<file path="config.mk">
export PLATFORM = sky130hd
export DESIGN_NAME = series_eval_ctrl_flat
export DESIGN_NICKNAME = d
export VERILOG_FILES = /design/src/rtl/series_eval_if.sv /design/src/rtl/series_eval_ctrl.sv /design/src/flat_wrapper.sv
export SDC_FILE = /design/constraint.sdc
export NUM_CORES = 1
export LEC_CHECK = 0
export BUFFER_PORTS_ARGS = -buffer_cell sky130_fd_sc_hd__buf_2
export CORE_MARGIN = 1.5
export CORE_UTILIZATION = 48
export DETAILED_ROUTE_END_ITERATION = 6
export HOLD_SLACK_MARGIN = 0.08
export PLACE_DENSITY_LB_ADDON = 0.12
export SYNTH_ARGS = -nofsm -noshare
export SYNTH_HDL_FRONTEND = slang
export SYNTH_SLANG_ARGS = --single-unit
export TNS_END_PERCENT = 20
</file>
<file path="constraint.sdc">
create_clock -name clk -period 2.4 [get_ports clk]
set_input_delay 0.12 -clock clk [delete_from_list [all_inputs] [get_ports clk]]
set_output_delay 0.12 -clock clk [all_outputs]
set_load 0.05 [all_outputs]
</file>
<file path="src/rtl/series_eval_if.sv">
// Request/result handshake bundle between the command front-end and the
// series evaluation sequencer.
interface series_eval_if #(
  parameter int unsigned CNTR_DEPTH = 5,
  parameter int unsigned DATA_W     = 32
);
  logic                  req_valid;
  logic                  req_ready;
  logic [CNTR_DEPTH-1:0] req_nterms;
  logic                  res_valid;
  logic                  res_ready;
  logic [DATA_W-1:0]     res_data;

  modport master (
    output req_valid, req_nterms, res_ready,
    input  req_ready, res_valid, res_data
  );

  modport slave (
    input  req_valid, req_nterms, res_ready,
    output req_ready, res_valid, res_data
  );
endinterface

</file>
<file path="src/rtl/series_eval_ctrl.sv">
// Power-series evaluation sequencer: clears the MAC, walks the coefficient
// ROM, aligns MAC enables to ROM latency, drains the MAC pipeline and hands
// the accumulated result back over a valid/ready handshake.
// Optional feature macro: SERIES_ABORT_EN adds an 'abort' input that cancels
// a running evaluation (CLEAR/ISSUE/DRAIN) without producing a result.
module series_eval_ctrl #(
  parameter int unsigned CNTR_DEPTH = 5,
  parameter int unsigned DATA_W     = 32,
  parameter int unsigned ROM_LAT    = 2,
  parameter int unsigned MAC_LAT    = 3
) (
  input  logic                  clk,
  input  logic                  rst_n,
`ifdef SERIES_ABORT_EN
  input  logic                  abort,
`endif
  series_eval_if.slave          bus,
  output logic                  coeff_rd_en,
  output logic [CNTR_DEPTH-1:0] coeff_addr,
  output logic [CNTR_DEPTH-1:0] term_cnt,
  output logic                  mac_clr,
  output logic                  mac_en,
  output logic                  mac_last,
  input  logic [DATA_W-1:0]     acc_in,
  output logic                  busy
);

  localparam int unsigned       DRAIN_CYC  = ROM_LAT + MAC_LAT;
  localparam int unsigned       DRAIN_W    = $clog2(DRAIN_CYC + 1);
  localparam logic [DRAIN_W-1:0] DRAIN_INIT = DRAIN_W'(DRAIN_CYC - 1);

  typedef enum logic [2:0] {IDLE, CLEAR, ISSUE, DRAIN, RESULT} state_t;

  state_t                state;
  state_t                state_next;
  logic [CNTR_DEPTH-1:0] n_lat;
  logic [DRAIN_W-1:0]    drain_cnt;
  logic [ROM_LAT-1:0]    en_pipe;
  logic [ROM_LAT-1:0]    last_pipe;
  logic [DATA_W-1:0]     res_q;
  logic                  accept;
  logic                  is_last;
  logic                  abort_hit;

  assign accept  = (state == IDLE) && bus.req_valid;
  assign is_last = (term_cnt == (n_lat - CNTR_DEPTH'(1)));

`ifdef SERIES_ABORT_EN
  assign abort_hit = abort && (state inside {CLEAR, ISSUE, DRAIN});
`else
  assign abort_hit = 1'b0;
`endif

  // State register.
  always_ff @(posedge clk) begin
    if (!rst_n) state <= IDLE;
    else        state <= state_next;
  end

  // Next-state decode; abort overrides every in-flight transition.
  always_comb begin
    state_next = state;
    case (state)
      IDLE:    if (bus.req_valid) state_next = (bus.req_nterms == '0) ? RESULT : CLEAR;
      CLEAR:   state_next = ISSUE;
      ISSUE:   if (is_last) state_next = DRAIN;
      DRAIN:   if (drain_cnt == '0) state_next = RESULT;
      RESULT:  if (bus.res_ready) state_next = IDLE;
      default: state_next = IDLE;
    endcase
    if (abort_hit) state_next = IDLE;
  end

  // Control outputs decoded purely from the state register.
  always_comb begin
    bus.req_ready = (state == IDLE);
    busy          = (state != IDLE);
    mac_clr       = (state == CLEAR);
    coeff_rd_en   = (state == ISSUE);
    bus.res_valid = (state == RESULT);
  end

  assign coeff_addr   = term_cnt;
  assign mac_en       = en_pipe[ROM_LAT-1];
  assign mac_last     = last_pipe[ROM_LAT-1];
  assign bus.res_data = res_q;

  // Term count latched on accept.
  always_ff @(posedge clk) begin
    if (!rst_n)      n_lat <= '0;
    else if (accept) n_lat <= bus.req_nterms;
  end

  // Term index: advances through ISSUE, holds at N-1 afterwards, zero in IDLE.
  always_ff @(posedge clk) begin
    if (!rst_n)                                      term_cnt <= '0;
    else if (state_next == IDLE)                     term_cnt <= '0;
    else if (state == ISSUE && state_next == ISSUE)  term_cnt <= term_cnt + CNTR_DEPTH'(1);
  end

  // ROM-latency delay line turning read enables into MAC enables.
  always_ff @(posedge clk) begin
    if (!rst_n || abort_hit) begin
      en_pipe   <= '0;
      last_pipe <= '0;
    end else begin
      en_pipe   <= (en_pipe << 1)   | ROM_LAT'(coeff_rd_en);
      last_pipe <= (last_pipe << 1) | ROM_LAT'(coeff_rd_en && is_last);
    end
  end

  // Drain counter covering the ROM plus MAC pipeline after the last read.
  always_ff @(posedge clk) begin
    if (!rst_n || abort_hit)                          drain_cnt <= '0;
    else if (state == ISSUE && state_next == DRAIN)   drain_cnt <= DRAIN_INIT;
    else if (state == DRAIN && drain_cnt != '0)       drain_cnt <= drain_cnt - DRAIN_W'(1);
  end

  // Result capture: zero for an empty series, otherwise the settled accumulator.
  always_ff @(posedge clk) begin
    if (!rst_n)                                                res_q <= '0;
    else if (accept && bus.req_nterms == '0)                   res_q <= '0;
    else if (state == DRAIN && drain_cnt == '0 && !abort_hit)  res_q <= acc_in;
  end

endmodule

</file>
<file path="src/flat_wrapper.sv">
// flat-port wrapper written by rule: the top's interface ports become plain ports
module series_eval_ctrl_flat 
#(
  parameter int unsigned CNTR_DEPTH = 5,
  parameter int unsigned DATA_W     = 32,
  parameter int unsigned ROM_LAT    = 2,
  parameter int unsigned MAC_LAT    = 3
)
  (clk, rst_n, coeff_rd_en, coeff_addr, term_cnt, mac_clr, mac_en, mac_last, acc_in, busy, bus_req_valid, bus_req_nterms, bus_res_ready, bus_req_ready, bus_res_valid, bus_res_data);
  series_eval_if #(.CNTR_DEPTH(CNTR_DEPTH), .DATA_W(DATA_W)) bus_i ();
  input  logic clk;
  input  logic rst_n;
  output logic coeff_rd_en;
  output logic [CNTR_DEPTH-1:0] coeff_addr;
  output logic [CNTR_DEPTH-1:0] term_cnt;
  output logic mac_clr;
  output logic mac_en;
  output logic mac_last;
  input  logic [DATA_W-1:0] acc_in;
  output logic busy;
  input wire logic [$bits(bus_i.req_valid)-1:0] bus_req_valid;
  input wire logic [$bits(bus_i.req_nterms)-1:0] bus_req_nterms;
  input wire logic [$bits(bus_i.res_ready)-1:0] bus_res_ready;
  output wire logic [$bits(bus_i.req_ready)-1:0] bus_req_ready;
  output wire logic [$bits(bus_i.res_valid)-1:0] bus_res_valid;
  output wire logic [$bits(bus_i.res_data)-1:0] bus_res_data;
  assign bus_i.req_valid = bus_req_valid;
  assign bus_i.req_nterms = bus_req_nterms;
  assign bus_i.res_ready = bus_res_ready;
  assign bus_req_ready = bus_i.req_ready;
  assign bus_res_valid = bus_i.res_valid;
  assign bus_res_data = bus_i.res_data;
  series_eval_ctrl #(.CNTR_DEPTH(CNTR_DEPTH), .DATA_W(DATA_W), .ROM_LAT(ROM_LAT), .MAC_LAT(MAC_LAT)) u_core (.clk(clk), .rst_n(rst_n), .bus(bus_i), .coeff_rd_en(coeff_rd_en), .coeff_addr(coeff_addr), .term_cnt(term_cnt), .mac_clr(mac_clr), .mac_en(mac_en), .mac_last(mac_last), .acc_in(acc_in), .busy(busy));
endmodule
</file>
### Word-level counts from Yosys, hierarchy flattened

Index checks and enable logic that the tools add are counted.

| storage, ports and cells | value |
|---|---|
| output and inout port bits | 49 |
| bits in registers | 52 |
| logic and storage cells | 46 |
| input bits | 41 |

| cells by class | value |
|---|---|
| bitwise operators | 3 |
| equality and inequality tests | 7 |
| $add $sub $neg | 3 |
| multiplexer cells | 8 |
| reductions and logical operators | 17 |

Operators by type and width:

| cell | number |
|---|---|
| two-way mux 3 bit | 7 |
| one-hot mux 3 bit (5 select lines) | 1 |
| equality test 3 x 2 -> 1 bit, second input constant | 4 |
| zero test 3 bit | 3 |
| logical AND 1 bit | 7 |
| nonzero test 3 bit | 2 |
| OR reduction 2 bit | 3 |
| adder 5 x 1 -> 5 bit, second input constant | 1 |
| equality test 5 bit | 1 |
| zero test 5 bit | 1 |
| subtractor 5 x 1 -> 5 bit, second input constant | 1 |
| bitwise OR 2 x 1 -> 2 bit | 2 |
| equality test 3 x 1 -> 1 bit, second input constant | 1 |
| equality test 3 bit, second input constant | 1 |
| subtractor 3 x 1 -> 3 bit, second input constant | 1 |
| nonzero test 2 bit | 1 |
| NOT 1 bit | 1 |

### Longest topological paths before layout

Gate-level depths: netlist of run 1.

| logic depth | value |
|---|---|
| word-level depth | 7 |
| gate-level depth with buffers | 8 |
| mapped depth without buffers | 7 |

### Worst setup path before layout of run 1

OpenSTA, ideal clock, no wires.

| timing | value |
|---|---|
| path kind | register -> register |
| start | reg u_core.state[2] |
| end | reg u_core.term_cnt[0], in the netlist u_core.coeff_addr[0] |
| required time | 2,266 ps |
| clock period less this slack | 2,364 ps |
| slack | 36 ps |
| arrival | 2,230 ps |
| stages on the path, launching flop included | 9 |
| cells stage by stage | dfxtp_1 > buf_2 > or3_1 > inv_1 > and2_1 > buf_4 > a21o_1 > a211oi_4 > a211oi_2 |

| on the way | value |
|---|---|
| word-level cells in the longest chain between the ends | 4 |

RTL lines:

| element | line | text |
|---|---|---|
| start, declared | series_eval_ctrl.sv:34 | `state_t state;` |
| start signal, assigned | series_eval_ctrl.sv:57 | `else state <= state_next;` |
| zero test 3 bit * | -- |  |
| net bus_req_ready | flat_wrapper.sv:24 | `output wire logic [$bits(bus_i.req_ready)-1:0] bus_req_ready;` |
| one-hot mux 3 bit (5 select lines) * | series_eval_ctrl.sv:63 | `case (state)` |
| equality test 3 x 2 -> 1 bit / zero test 3 bit (equally long branches) | series_eval_ctrl.sv:98, series_eval_ctrl.sv:97 |  |
| logical AND 1 bit / OR reduction 2 bit (equally long branches) | -- |  |
| end signal, assigned | series_eval_ctrl.sv:98 | `else if (state == ISSUE && state_next == ISSUE) term_cnt <= term_cnt + CNTR_DEPTH'(1);` |
| end, declared | series_eval_ctrl.sv:20 | `output logic [CNTR_DEPTH-1:0] term_cnt,` |

Mark *: on every way through the listed nets, which the timed path passes. The rest lies on a longest branch.
A chain may end at the register's enable or synchronous reset.

### Worst setup path in the final report of run 1

| timing | value |
|---|---|
| start | reg u_core.n_lat[0] |
| end | reg u_core.drain_cnt[0] |

| on the way | value |
|---|---|
| word-level cells in the longest chain between the ends | 7 |

RTL lines:

| element | line | text |
|---|---|---|
| start, declared | series_eval_ctrl.sv:36 | `logic [CNTR_DEPTH-1:0] n_lat;` |
| start signal, assigned | series_eval_ctrl.sv:91 | `else if (accept) n_lat <= bus.req_nterms;` |
| subtractor 5 x 1 -> 5 bit | series_eval_ctrl.sv:46 | `assign is_last = (term_cnt == (n_lat - CNTR_DEPTH'(1)));` |
| equality test 5 bit | series_eval_ctrl.sv:46 |  |
| two-way mux 3 bit | series_eval_ctrl.sv:66 | `ISSUE: if (is_last) state_next = DRAIN;` |
| one-hot mux 3 bit (5 select lines) | series_eval_ctrl.sv:63 |  |
| equality test 3 x 2 -> 1 bit | series_eval_ctrl.sv:115 | `else if (state == ISSUE && state_next == DRAIN) drain_cnt <= DRAIN_INIT;` |
| logical AND 1 bit | series_eval_ctrl.sv:115 |  |
| OR reduction 2 bit (no source line) | -- |  |
| end signal, assigned | series_eval_ctrl.sv:116 | `else if (state == DRAIN && drain_cnt != '0) drain_cnt <= drain_cnt - DRAIN_W'(1);` |
| end, declared | series_eval_ctrl.sv:37 | `logic [DRAIN_W-1:0] drain_cnt;` |

No other way between the ends.

==> results of run 1 <==
==> critical path: cells and delay by family (launching register included) <==
| family | cells | cell delay [ns] |
|---|---|---|
| and+or+nand+nor | 4 | 0.78 |
| DFF | 1 | 0.37 |
| buffers and inverters | 2 | 0.30 |
| AOI/OAI and AO/OA | 1 | 0.27 |
| adders and majority gates | 1 | 0.23 |
==> state kept, by name, summed over array words and instances, names as in the netlist <==
| signal | flops |
|---|---|
| u_core.coeff_addr | 5 |
| u_core.state | 3 |
| u_core.drain_cnt | 3 |
| u_core.bus.res_data | 32 |
| u_core.last_pipe | 2 |
| u_core.en_pipe | 2 |
| u_core.n_lat | 5 |
==> synthesized netlist by cell type, drive strengths merged (2+ instances only) <==
| cell type | n | area [sq um] |
|---|---|---|
| or3 | 6 | 37.5 |
| clkinv | 2 | 12.5 |
| ha | 4 | 50.1 |
| mux2i | 3 | 30.0 |
| nand3b | 2 | 15.0 |
| a21o | 2 | 15.0 |
| and3 | 2 | 12.5 |
| xnor2 | 4 | 35.0 |
| nand4b | 2 | 17.5 |
| xor2 | 3 | 26.3 |
| clkbuf | 11 | 41.3 |
| and3b | 3 | 26.3 |
| dfxtp | 52 | 1040 |
| a211oi | 6 | 82.6 |
| buf | 8 | 61.3 |
| and2 | 5 | 31.3 |
| o21ai | 7 | 38.8 |
| nor2b | 5 | 31.3 |
| nand4 | 2 | 12.5 |
| nand2 | 69 | 259 |
| nor2 | 12 | 45.0 |
| inv | 6 | 22.5 |
| a21oi | 37 | 185 |
==> worst max-delay path by stage <==
| stage | start | endpoint | slack (ns) | cells after the start |
|---|---|---|---|---|
| final | u_core.n_lat[0]$_SDFFE_PN0P_ | u_core.drain_cnt[0]$_SDFFE_PP0P_ | 0.33 | 8 |
| after global routing | u_core.n_lat[0]$_SDFFE_PN0P_ | u_core.drain_cnt[0]$_SDFFE_PP0P_ | 0.19 | 8 |
| after CTS | u_core.n_lat[0]$_SDFFE_PN0P_ | u_core.drain_cnt[0]$_SDFFE_PP0P_ | 0.32 | 8 |
| after detailed placement | u_core.n_lat[0]$_SDFFE_PN0P_ | u_core.drain_cnt[0]$_SDFFE_PP0P_ | 0.34 | 8 |
| after global placement | u_core.n_lat[0]$_SDFFE_PN0P_ | u_core.drain_cnt[1]$_SDFFE_PP0P_ | 0.40 | 8 |
| after floorplan | u_core.state[2]$_SDFF_PN0_ | u_core.coeff_addr[0]$_SDFFE_PP0P_ | 0.04 | 8 |
==> stage by stage <==
step	hold slack [ns]	area (sq um)	instances	worst slack, ns	utilization [%]
after global placement	0.361	2680	391	0.397	60.6
final	0.175	3170	435	0.327	71.9
after floorplan	0.256	2230	264	0.0363	-
after CTS	0.161	3170	435	0.318	71.9
after global routing	0.178	3170	435	0.189	71.9
after detailed placement	0.367	2680	391	0.335	60.6
==> logic make-up after synthesis <==
kind of cell             count (synthesis)
AND/OR/NAND/NOR                        114
AO/OA/AOI/OAI                           57
flip-flops                              52
buffers and inverters                   27
XOR/XNOR                                 7
adder cells (fa/ha/maj)                  4
multiplexers                             3
==> repair_timing <==
item                      in CTS  in global routing
setup buffers                  0                  0
hold endpoints to repair      37                  0
hold buffers                  37                  0
resized for setup              0                  0
==> routing by layer <==
metal,up-vias,share of wire [%],global-route usage (%)
met3,10,5.7,5.41
li1,1114,-,-
met5,-,0,0
met2,69,45,37.9
met1,955,47,29.3
met4,0,1.8,6.92
==> area by class of cell <==
type | instances | area [sq um] | area share, %
clock buffer | 5 | 68.8 | 2.17
clock inverter | 2 | 60.1 | 1.89
inverter | 8 | 35.0 | 1.10
multi-input combinational | 185 | 1050 | 33.1
sequential | 52 | 1040 | 32.8
tap | 52 | 65.1 | 2.05
timing repair buffer | 131 | 853 | 26.9
==> power by group <==
part | switching, uW | internal (uW)
sequential | 16.0 | 882
combinational | 173 | 126
clock | 271 | 410
total | 460 | 1420
==> results.md, run 1 <==
Run status:
- The flow ran to the end, and the final reports show no timing, DRC or antenna violations.

Finish:
- The fraction of layout instances using a drive strength above 1 is 29.8%.
- Compared with the post-synthesis result, the final layout area differs by 42.6%.
- The number of nets in the final layout is 428.
- The antenna cell count is 0.
- The filler cells instantiated in the layout total 344.
- The most common cell after layout, fill and taps aside is buf_2.
- Leaving out fill and tap cells, the most frequent cells in the layout are buf_2, nand2_1, dfxtp_1.

Synth:
- The synthesized netlist devotes 16.6% of its cell area to compound gates.
- The number of enable flip-flop cells after synthesis is 0.
- After synthesis, the share of flip-flops with an asynchronous set or reset is 0%.
- The dominant register cell in the synthesized netlist is dfxtp_1.
- The cell area that synthesis handed to floorplanning was 2230 sq um.
- The synthesized netlist devotes 2.25% of its cell area to adder and majority cells.
- The count of warnings emitted by yosys is 0.
- The number of nets produced by synthesis is 309.
- The simple-gate share of the synthesized area is 24.1%.
- Measured against the total synthesized area, the mux share comes to 1.35%.
- The number of storage elements in the synthesis netlist is 52.
- The synthesized area per cell is 8.43 sq um.
- The part of the Yosys area used for sequential elements is 46.8%.
- After synthesis, the largest family of logic cells by area is simple AND/OR/NAND/NOR gates.
- The synthesized instance count is 264.
- The post-synthesis share of cell area spent on xor and xnor gates is 2.75%.
- The number of different library cells used by synthesis comes to 39.

Clocking:
- The total CTS buffers is 5.
- The cell at the root of the clock tree is clkbuf_8.
- The number of sinks handled by clock tree synthesis is 52.
- After clock tree synthesis, the clock-pin slew on the worst setup and hold paths is 0.09 ns.
- The clock tree from TritonCTS is done.
- Counting along the longest clock path gives a buffer depth of 2.
- Clock latency on the worst-skew pair, taken at its later pin, is 0.30 ns.
- The H-tree generated during clock tree synthesis spans 2 levels.

Worst setup path:
- The startpoint class of the critical path is a flop.
- Along the worst path, the maximum fanout reaches 13.
- The data required time of the critical path is 2.60 ns.
- The data arrival time of the critical path is 2.27 ns.
- Measured in cells, the most critical reg-to-reg path has a length of 8.
- Walking the worst path, the cells encountered are inv_1, ha_1, nor2b_1, or3_1, a311oi_2, buf_4, nand2_1, and3_1.
- For this run, the slowest stage of the critical path takes 0.37 ns.
- The kind of end point of the critical path is a flop.
- The slowest stage of the critical path is the dfxtp_1 cell.
- The endpoint identified for the worst register-to-register timing path is u_core.drain_cnt[0]$_SDFFE_PP0P_.
- The critical path is of the reg2reg type.
- The startpoint of the worst register-to-register path is u_core.n_lat[0]$_SDFFE_PN0P_.
- The flop-to-flop setup slack is 0.33 ns.

STA:
- The setup clock skew after layout is 0.00663 ns.
- The final critical path takes up 86.4% of the cycle.
- The slew of the pin with the lowest slew margin is 0.399 ns.
- The total count of hold-check failures in the final report is 0.
- The clock period minus final worst setup slack is 2.07 ns.
- For this run, the top clock speed supported by timing is 0.482 GHz.
- Measured against its own limit, the worst slew margin works out to 73.3%.
- The final max-slew violation count is 0.
- Setup repair after global routing left no endpoint under its margin.
- Setup violations remaining at the end of the flow were counted as 0.
- Setup total negative slack on the finished layout was measured at 0 ns.

Worst hold path:
- The startpoint identified for the worst hold timing path is rst_n.
- The path class of the tightest hold or removal check is in2reg.
- The cell depth of the worst min-delay path is 2.
- For hold timing, the worst endpoint is u_core.en_pipe[1]$_SDFF_PN0_.

Die:
- Measured along the x axis, the die boundary spans 71.1 um.
- For this configuration, the core starts out at a cell density of 50.4%.
- The die covers 5050 sq um.
- The number of rows in the core area is 24.
- The y dimension of the die is 71.1 um.
- The top-level I/O count is 90.
- After floorplanning, the core was sized to cover 4410 sq um.

Detailed routing:
- The average wire per standard cell is 12.6 um.
- The first detailed-routing pass ran for 4 iterations.
- In the routed design, unresolved DRC markers number 0.
- The post-detailed-route count of antenna-violating nets is 0.
- The total vias in the final route is 2148.
- The number of DRC markers after the initial detailed-route iteration is 96.
- In the routed layout, each cell is associated on average with a via count of 4.94.
- The total detailed-routing wirelength is 5490 um.

Pwr:
- In this run the static leakage power is 0.00140 uW.
- In this run the power density over the cells is 592 nW/um^2.
- IR analysis of the VDD net gives a maximum drop of 0.000488 V.
- The completed layout was analyzed and its total power is 1880 uW.

Global routing:
- The maximum number of pins on one net before global-route repair is 33.
- The total track usage is 22.7%.
- The wire length of the first global-routing pass is 9200 um.
- The number of global-route vias before repair came to 2005.
- The total grt overflow is 0.
- The initial antenna violation count came to 0.

Place:
- Routability-driven placement finished with a final weighted congestion of 0.744.
- Detailed placement ended at an HPWL of 3440 um.
- During placement, the flow inserted port buffers numbering 89.

Flow run:
- Across the run, the number of max-cap violations was 0.
Note: power is estimated with default switching activity, not from simulation.
==> inputs of run 2 (changes only) <==
- CORE_UTILIZATION: 48 -> 43
- clock period: 2.4 -> 1.8 ns (I/O delays scaled with it)
==> run 2 against run 1 <==
  * The run now ends with setup timing left
  * Core utilization is 4.9 points lower
  * Power is 31% higher
  * Worst setup slack worse by 0.46 ns
  * Critical endpoint is now u_core.coeff_addr[3]$_SDFFE_PP0P_
  * First-iteration DRC count is 22% lower
  * Largest power group unchanged
==> results.md, run 2 (synthesis results as in run 1) <==
Run status:
- Run status: complete, but fails checks (was complete, no violations).
- The checks that failed: setup timing.

Finish:
- The antenna cell count is 0 (unchanged).
- The number of nets in the final layout is 443 (was 428).
- The utilization after layout is 67.0% (was 71.9%).
- Top library cells by usage in the layout, fill and taps aside: buf_2, nand2_1, dfxtp_1 (unchanged).
- The growth of design area from synthesis to finish came to 51.7% (was 42.6%).
- The fraction of layout instances using a drive strength above 1 is 34.6% (was 29.8%).
- The most common cell after layout, fill and taps aside was buf_2 (unchanged).
- The filler-free cell count of the finished design is 469 (was 435).
- The number of flip-flops in the largest register came to 32 (unchanged).

Place:
- The routability congestion estimate from global placement is 0.780 (was 0.744).
- The number of I/O port buffers is 89 (unchanged).
- The placed wire-length estimate after detailed placement is 3680 um (was 3440 um).
- The total instance count after detailed placement was 424 (was 391).

Worst setup path:
- The kind of end point of the critical path is a flop (unchanged).
- The startpoint class of the critical path is a flop (unchanged).
- The kind of cell with the highest combined delay on the critical path is simple AND/OR/NAND/NOR gates (unchanged).
- The flop-to-flop setup slack is -0.13 ns (was 0.33 ns).
- The data arrival time of the critical path was 2.16 ns (was 2.27 ns).
- The worst-path maximum fanout was 13 (unchanged).
- Cell chain of the critical path: inv_1, ha_2, and4bb_2, o211ai_1, a311oi_2, buf_12, or3_1, a211oi_2 (was inv_1, ha_1, nor2b_1, or3_1, a311oi_2, buf_4, nand2_1, and3_1).
- The worst-path cell with the longest stage delay is or3_1 (was dfxtp_1).
- The largest incremental delay on the critical path is 0.35 ns (was 0.37 ns).
- The number of buffers and inverters on the critical path was 2 (unchanged).
- The data required time of the critical path is 2.03 ns (was 2.60 ns).
- The type of the setup path with the least slack was reg2reg (unchanged).

Die:
- The area of the die was 5620 sq um (was 5050 sq um).
- The top-level I/O count came to 90 (unchanged).
- The initial core utilization is 44.1% (was 50.4%).
- The number of rows in the core area is 26 (was 24).
- The y dimension of the die came to 74.9 um (was 71.1 um).
- The placeable core area is 5040 sq um (was 4410 sq um).
- The width of the die was 74.9 um (was 71.1 um).

Clocking:
- The clock network latency to the later pin of the worst-skew pair is 0.30 ns (about the same).
- The cell at the root of the clock tree is clkbuf_8 (unchanged).
- The total CTS buffers came to 5 (unchanged).
- The clock-pin transition on the worst setup and hold timing paths was 0.09 ns (about the same).
- The deepest clock path buffer count is 2 (unchanged).
- The clock tree from TritonCTS is done (unchanged).
- The number of sinks handled by clock tree synthesis is 52 (unchanged).
- The H-tree depth was 2 (unchanged).

Pwr:
- The power density over the cells is 730 nW/um^2 (was 592 nW/um^2).
- The overall power consumption is 2460 uW (was 1880 uW).
- The leakage component of the power is 0.00150 uW (was 0.00140 uW).
- The worst voltage drop across the vdd grid is 0.000489 V (was 0.000488 V).

STA:
- The final setup violation count was 7 (was 0).
- The tightest slew margin relative to the limit is 72.7% (was 73.3%).
- The clock period minus final worst setup slack is 1.93 ns (was 2.07 ns).
- The top achievable clock speed is 0.518 GHz (was 0.482 GHz).
- The final max-slew violation count was 0 (unchanged).
- The slew of the pin with the lowest slew margin is 0.405 ns (was 0.399 ns).
- The setup clock skew after layout was 0.00800 ns (was 0.00663 ns).
- The final worst slack is -0.131 ns (was 0.327 ns).
- The total count of hold-check failures in the final report is 0 (unchanged).
- Setup repair after global routing missed its margin: yes (was no).
- The share of the clock period used by the worst path after layout is 107% (was 86.4%).

Detailed routing:
- The number of DRC markers after the initial detailed-route iteration is 75 (was 96).
- The post-detailed-route count of antenna-violating nets is 0 (unchanged).
- The first-pass iteration count of the detailed router is 4 (unchanged).
- The average wire per standard cell came to 12.2 um (was 12.6 um).
- The via-per-instance ratio is 4.75 (was 4.94).
- The total detailed-routing wirelength is 5730 um (was 5490 um).
- The total vias in the final route is 2229 (was 2148).
- The number of remaining DRC errors is 0 (unchanged).

Worst hold path:
- The path class of the lowest-slack min-delay path was in2reg (unchanged).

Flow run:
- The count of max-cap constraint violations is 0 (unchanged).

Global routing:
- The wire length of the first global-routing pass is 8450 um (was 9200 um).
- The initial antenna violation count came to 0 (unchanged).
- The number of global-route vias before repair is 1931 (was 2005).
- The maximum number of pins on one net before global-route repair is 33 (unchanged).
- The total grt overflow is 0 (unchanged).
- The total track usage is 19.7% (was 22.7%).
run 2: worst reg2reg max path, cell delays in order, from the launching register on:
cell	delay, ns
dfxtp_1	0.34
inv_1	0.06
ha_2	0.18
and4bb_2	0.23
o211ai_1	0.21
a311oi_2	0.10
buf_12	0.18
or3_1	0.36
a211oi_2	0.21
run 2: layout make-up:
class                      count  area, sq um
clock inverter                 2         38.8
sequential                    52         1040
tap                           70         87.6
timing repair buffer         146         1020
fill                         444         1670
multi-input combinational    185         1070
inverter                       8         38.8
clock buffer                   6         82.6
run 2: power by group:
part | internal (uW) | total (uW) | leakage (uW) | switching [uW]
sequential | 1180 | 1200 | 0.000422 | 19.5
clock | 455 | 834 | 0.0000614 | 379
combinational | 191 | 434 | 0.00102 | 244
total | 1820 | 2460 | 0.00150 | 642
run 2: through the flow:
step	instance area (sq um)	hold WS, ns	TNS [ns]	worst slack, ns
3_3_place_gp	2870	0.330	-0.712	-0.119
3_5_place_dp	2870	0.337	-0.810	-0.130
4_1_cts	3380	0.127	-0.766	-0.113
5_1_grt	3380	0.136	-1.93	-0.275
2_1_floorplan	2250	0.226	-0.828	-0.126
6_report	3380	0.140	-0.727	-0.131
run 2: metal layers:
layer	global-route usage [%]	wire, um	vias up
met5	0	0	-
met4	6.06	38	0
met3	4.55	286	4
met2	34.3	2800	49
met1	24.3	2610	1027
li1	-	-	1149
run 2: final timing paths:
check,startpoint,end,cells past startpoint
worst max-delay path,u_core.n_lat[1]$_SDFFE_PN0P_,u_core.coeff_addr[3]$_SDFFE_PP0P_,8
worst min-delay path,rst_n,u_core.last_pipe[1]$_SDFF_PN0_,2
worst max register to register,u_core.n_lat[1]$_SDFFE_PN0P_,u_core.coeff_addr[3]$_SDFFE_PP0P_,8
worst min register to register,u_core.en_pipe[0]$_SDFF_PN0_,u_core.en_pipe[1]$_SDFF_PN0_,1
run 2: timing repair:
| item | 4_1_cts | 5_1_grt |
|---|---|---|
| pin swaps | 1 | 0 |
| setup endpoints to repair | 10 | 10 |
| hold buffers | 37 | 0 |
| buffers inserted | 0 | 0 |
| hold endpoints to repair | 37 | 0 |
| gates resized for setup | 4 | 0 |
==> inputs of run 3 (changes only) <==
- REMOVE_ABC_BUFFERS: not set -> 1
==> run 3 against run 2 <==
  * Clock skew decreased by 0.0046 ns
  * Cell count decreased by 0.21%
  * Register-to-register slack improved by 0.05 ns
  * Power decreased by 1.2%
  * The flow still finishes with violations (setup timing)
  * Worst setup slack improved by 0.051 ns
  * Via count decreased by 0.36%
==> results.md, run 3 (synthesis results as in run 1) <==
Run status:
- Run status: complete, but fails checks (unchanged).
- Failing checks: setup timing (unchanged).

Worst setup path:
- The startpoint class of the critical path was a flop (unchanged).
- The type of the setup path with the least slack is reg2reg (unchanged).
- The data required time of the critical path came to 2.03 ns (about the same).
- The startpoint of the worst register-to-register path is u_core.n_lat[0]$_SDFFE_PN0P_ (was u_core.n_lat[1]$_SDFFE_PN0P_).
- The kind of end point of the critical path is a flop (unchanged).
- The launching instance or port of the critical path is u_core.n_lat[0]$_SDFFE_PN0P_ (was u_core.n_lat[1]$_SDFFE_PN0P_).
- The worst-path maximum fanout is 6 (was 13).
- The data arrival time of the critical path was 2.11 ns (was 2.16 ns).

STA:
- The share of the clock period used by the worst path after layout was 104% (was 107%).
- The top achievable clock speed is 0.532 GHz (was 0.518 GHz).
- The final worst slack is -0.0808 ns (was -0.131 ns).
- The clock period minus final worst setup slack is 1.88 ns (was 1.93 ns).
- The slew of the pin with the lowest slew margin is 0.452 ns (was 0.405 ns).
- The final max-slew violation count came to 0 (unchanged).
- The final hold slack is 0.137 ns (was 0.140 ns).
- The tightest slew margin relative to the limit came to 69.4% (was 72.7%).
- Setup repair after global routing missed its margin: yes (unchanged).
- The setup clock skew after layout was 0.00337 ns (was 0.00800 ns).
- The final setup violation count came to 7 (unchanged).
- The total count of hold-check failures in the final report was 0 (unchanged).

Worst hold path:
- The startpoint of the most critical hold path is rst_n (unchanged).
- The path class of the lowest-slack min-delay path is in2reg (unchanged).

Finish:
- The antenna cell count is 0 (unchanged).
- The utilization after layout was 66.4% (was 67.0%).
- The most common cell after layout, fill and taps aside is buf_2 (unchanged).
- The fraction of layout instances using a drive strength above 1 is 34.9% (was 34.6%).
- Top library cells by usage in the layout, fill and taps aside: buf_2, nand2_1, dfxtp_1 (unchanged).
- The growth of design area from synthesis to finish is 50.4% (was 51.7%).
- The number of nets in the final layout is 442 (was 443).
- The number of flip-flops in the largest register is 32 (unchanged).

Die:
- The top-level I/O count is 90 (unchanged).
- The width of the die is 74.9 um (unchanged).
- The y dimension of the die is 74.9 um (unchanged).
- The placeable core area is 5040 sq um (unchanged).
- The initial core utilization is 44.1% (unchanged).
- The number of rows in the core area was 26 (unchanged).
- The area of the die came to 5620 sq um (unchanged).

Place:
- The placed wire-length estimate after detailed placement is 3580 um (was 3680 um).
- The number of I/O port buffers is 89 (unchanged).
- The routability congestion estimate from global placement is 0.793 (was 0.780).

Clocking:
- The clock network latency to the later pin of the worst-skew pair is 0.30 ns (about the same).
- The deepest clock path buffer count is 2 (unchanged).
- The total CTS buffers is 5 (unchanged).
- The H-tree depth is 2 (unchanged).
- The clock-pin transition on the worst setup and hold timing paths is 0.09 ns (about the same).
- The clock tree from TritonCTS is done (unchanged).
- The cell at the root of the clock tree is clkbuf_8 (unchanged).
- The number of sinks handled by clock tree synthesis was 52 (unchanged).

Pwr:
- The worst voltage drop across the vdd grid is 0.000390 V (was 0.000489 V).
- The leakage component of the power came to 0.00149 uW (was 0.00150 uW).
- The overall power consumption was 2430 uW (was 2460 uW).
- The power density over the cells was 727 nW/um^2 (was 730 nW/um^2).

Detailed routing:
- The total met3 wirelength after detailed routing is 430 um (was 286 um).
- The post-detailed-route count of antenna-violating nets came to 0 (unchanged).
- The highest layer used for signal routing is met4 (unchanged).
- The via-per-instance ratio is 4.75 (about the same).
- The total detailed-routing wirelength is 5710 um (was 5730 um).
- The total vias in the final route was 2221 (was 2229).
- The first-pass iteration count of the detailed router is 4 (unchanged).
- The number of remaining DRC errors is 0 (unchanged).
- The total routed wire length on the met1 layer is 2520 um (was 2610 um).
- The number of DRC markers after the initial detailed-route iteration is 81 (was 75).
- The routed length on met2 came to 2640 um (was 2800 um).
- The average wire per standard cell came to 12.2 um (about the same).

Global routing:
- The wire length of the first global-routing pass is 8270 um (was 8450 um).
- The total grt overflow is 0 (unchanged).
- The initial antenna violation count came to 0 (unchanged).
- The number of global-route vias before repair is 1854 (was 1931).
- The total track usage is 19.0% (was 19.7%).
- The maximum number of pins on one net before global-route repair is 33 (unchanged).

Flow run:
- The count of max-cap constraint violations is 0 (unchanged).
==> run 3: metal layers <==
layer / vias up / track usage [%]
met5: - / 0
met4: 0 / 7.88
met3: 11 / 5.49
met2: 79 / 31.3
met1: 988 / 23.4
li1: 1143 / -
==> run 3: final cells by class <==
class	instances	area, sq um
multi-input cells	185	1090
clock inverters	3	42.5
inverters	8	35.0
repair buffers	145	985
clock buffers	5	68.8
flip-flops and latches	52	1040
well taps	70	87.6
fillers	409	1690
==> run 3: worst paths after layout <==
path                                                     endpoint  slack, ns  cells past startpoint
worst max-delay path            u_core.coeff_addr[3]$_SDFFE_PP0P_      -0.08                      8
worst min-delay path               u_core.last_pipe[1]$_SDFF_PN0_       0.14                      2
worst max register to register  u_core.coeff_addr[3]$_SDFFE_PP0P_      -0.08                      8
worst min register to register     u_core.last_pipe[1]$_SDFF_PN0_       0.44                      1
==> run 3: worst max-delay path, cell delays in order, from the launching register on <==
cell	delay, ns
dfxtp_2	0.35
inv_2	0.05
ha_4	0.15
and4bb_2	0.22
o211ai_1	0.21
a311oi_2	0.09
buf_2	0.19
or3_1	0.38
a211oi_2	0.17
==> run 3: repair_timing <==
item / 4_1_cts / 5_1_grt
pin swaps: 10 / 1
gates resized for setup: 11 / 3
endpoints found under the setup margin: 10 / 10
hold endpoints to repair: 37 / 0
cloned: 1 / 0
hold buffers: 37 / 0
buffers inserted: 2 / 0
==> run 3: metrics by stage <==
stage               instance area, sq um  setup slack (ns)  std cells  setup TNS [ns]
CTS                                 3340           -0.0812        468          -0.326
finish                              3350           -0.0808        468          -0.368
detailed placement                  2810            -0.212        420           -1.49
floorplan                           2120            -0.767        245          -26.21
global placement                    2810            -0.139        420          -0.885
global route                        3350            -0.167        468           -1.11
==> run 3: power breakdown <==
part	internal, uW	switching [uW]	leakage, uW
Clock	412	394	0.0000541
Sequential	1180	19.5	0.000421
Combinational	190	242	0.00101
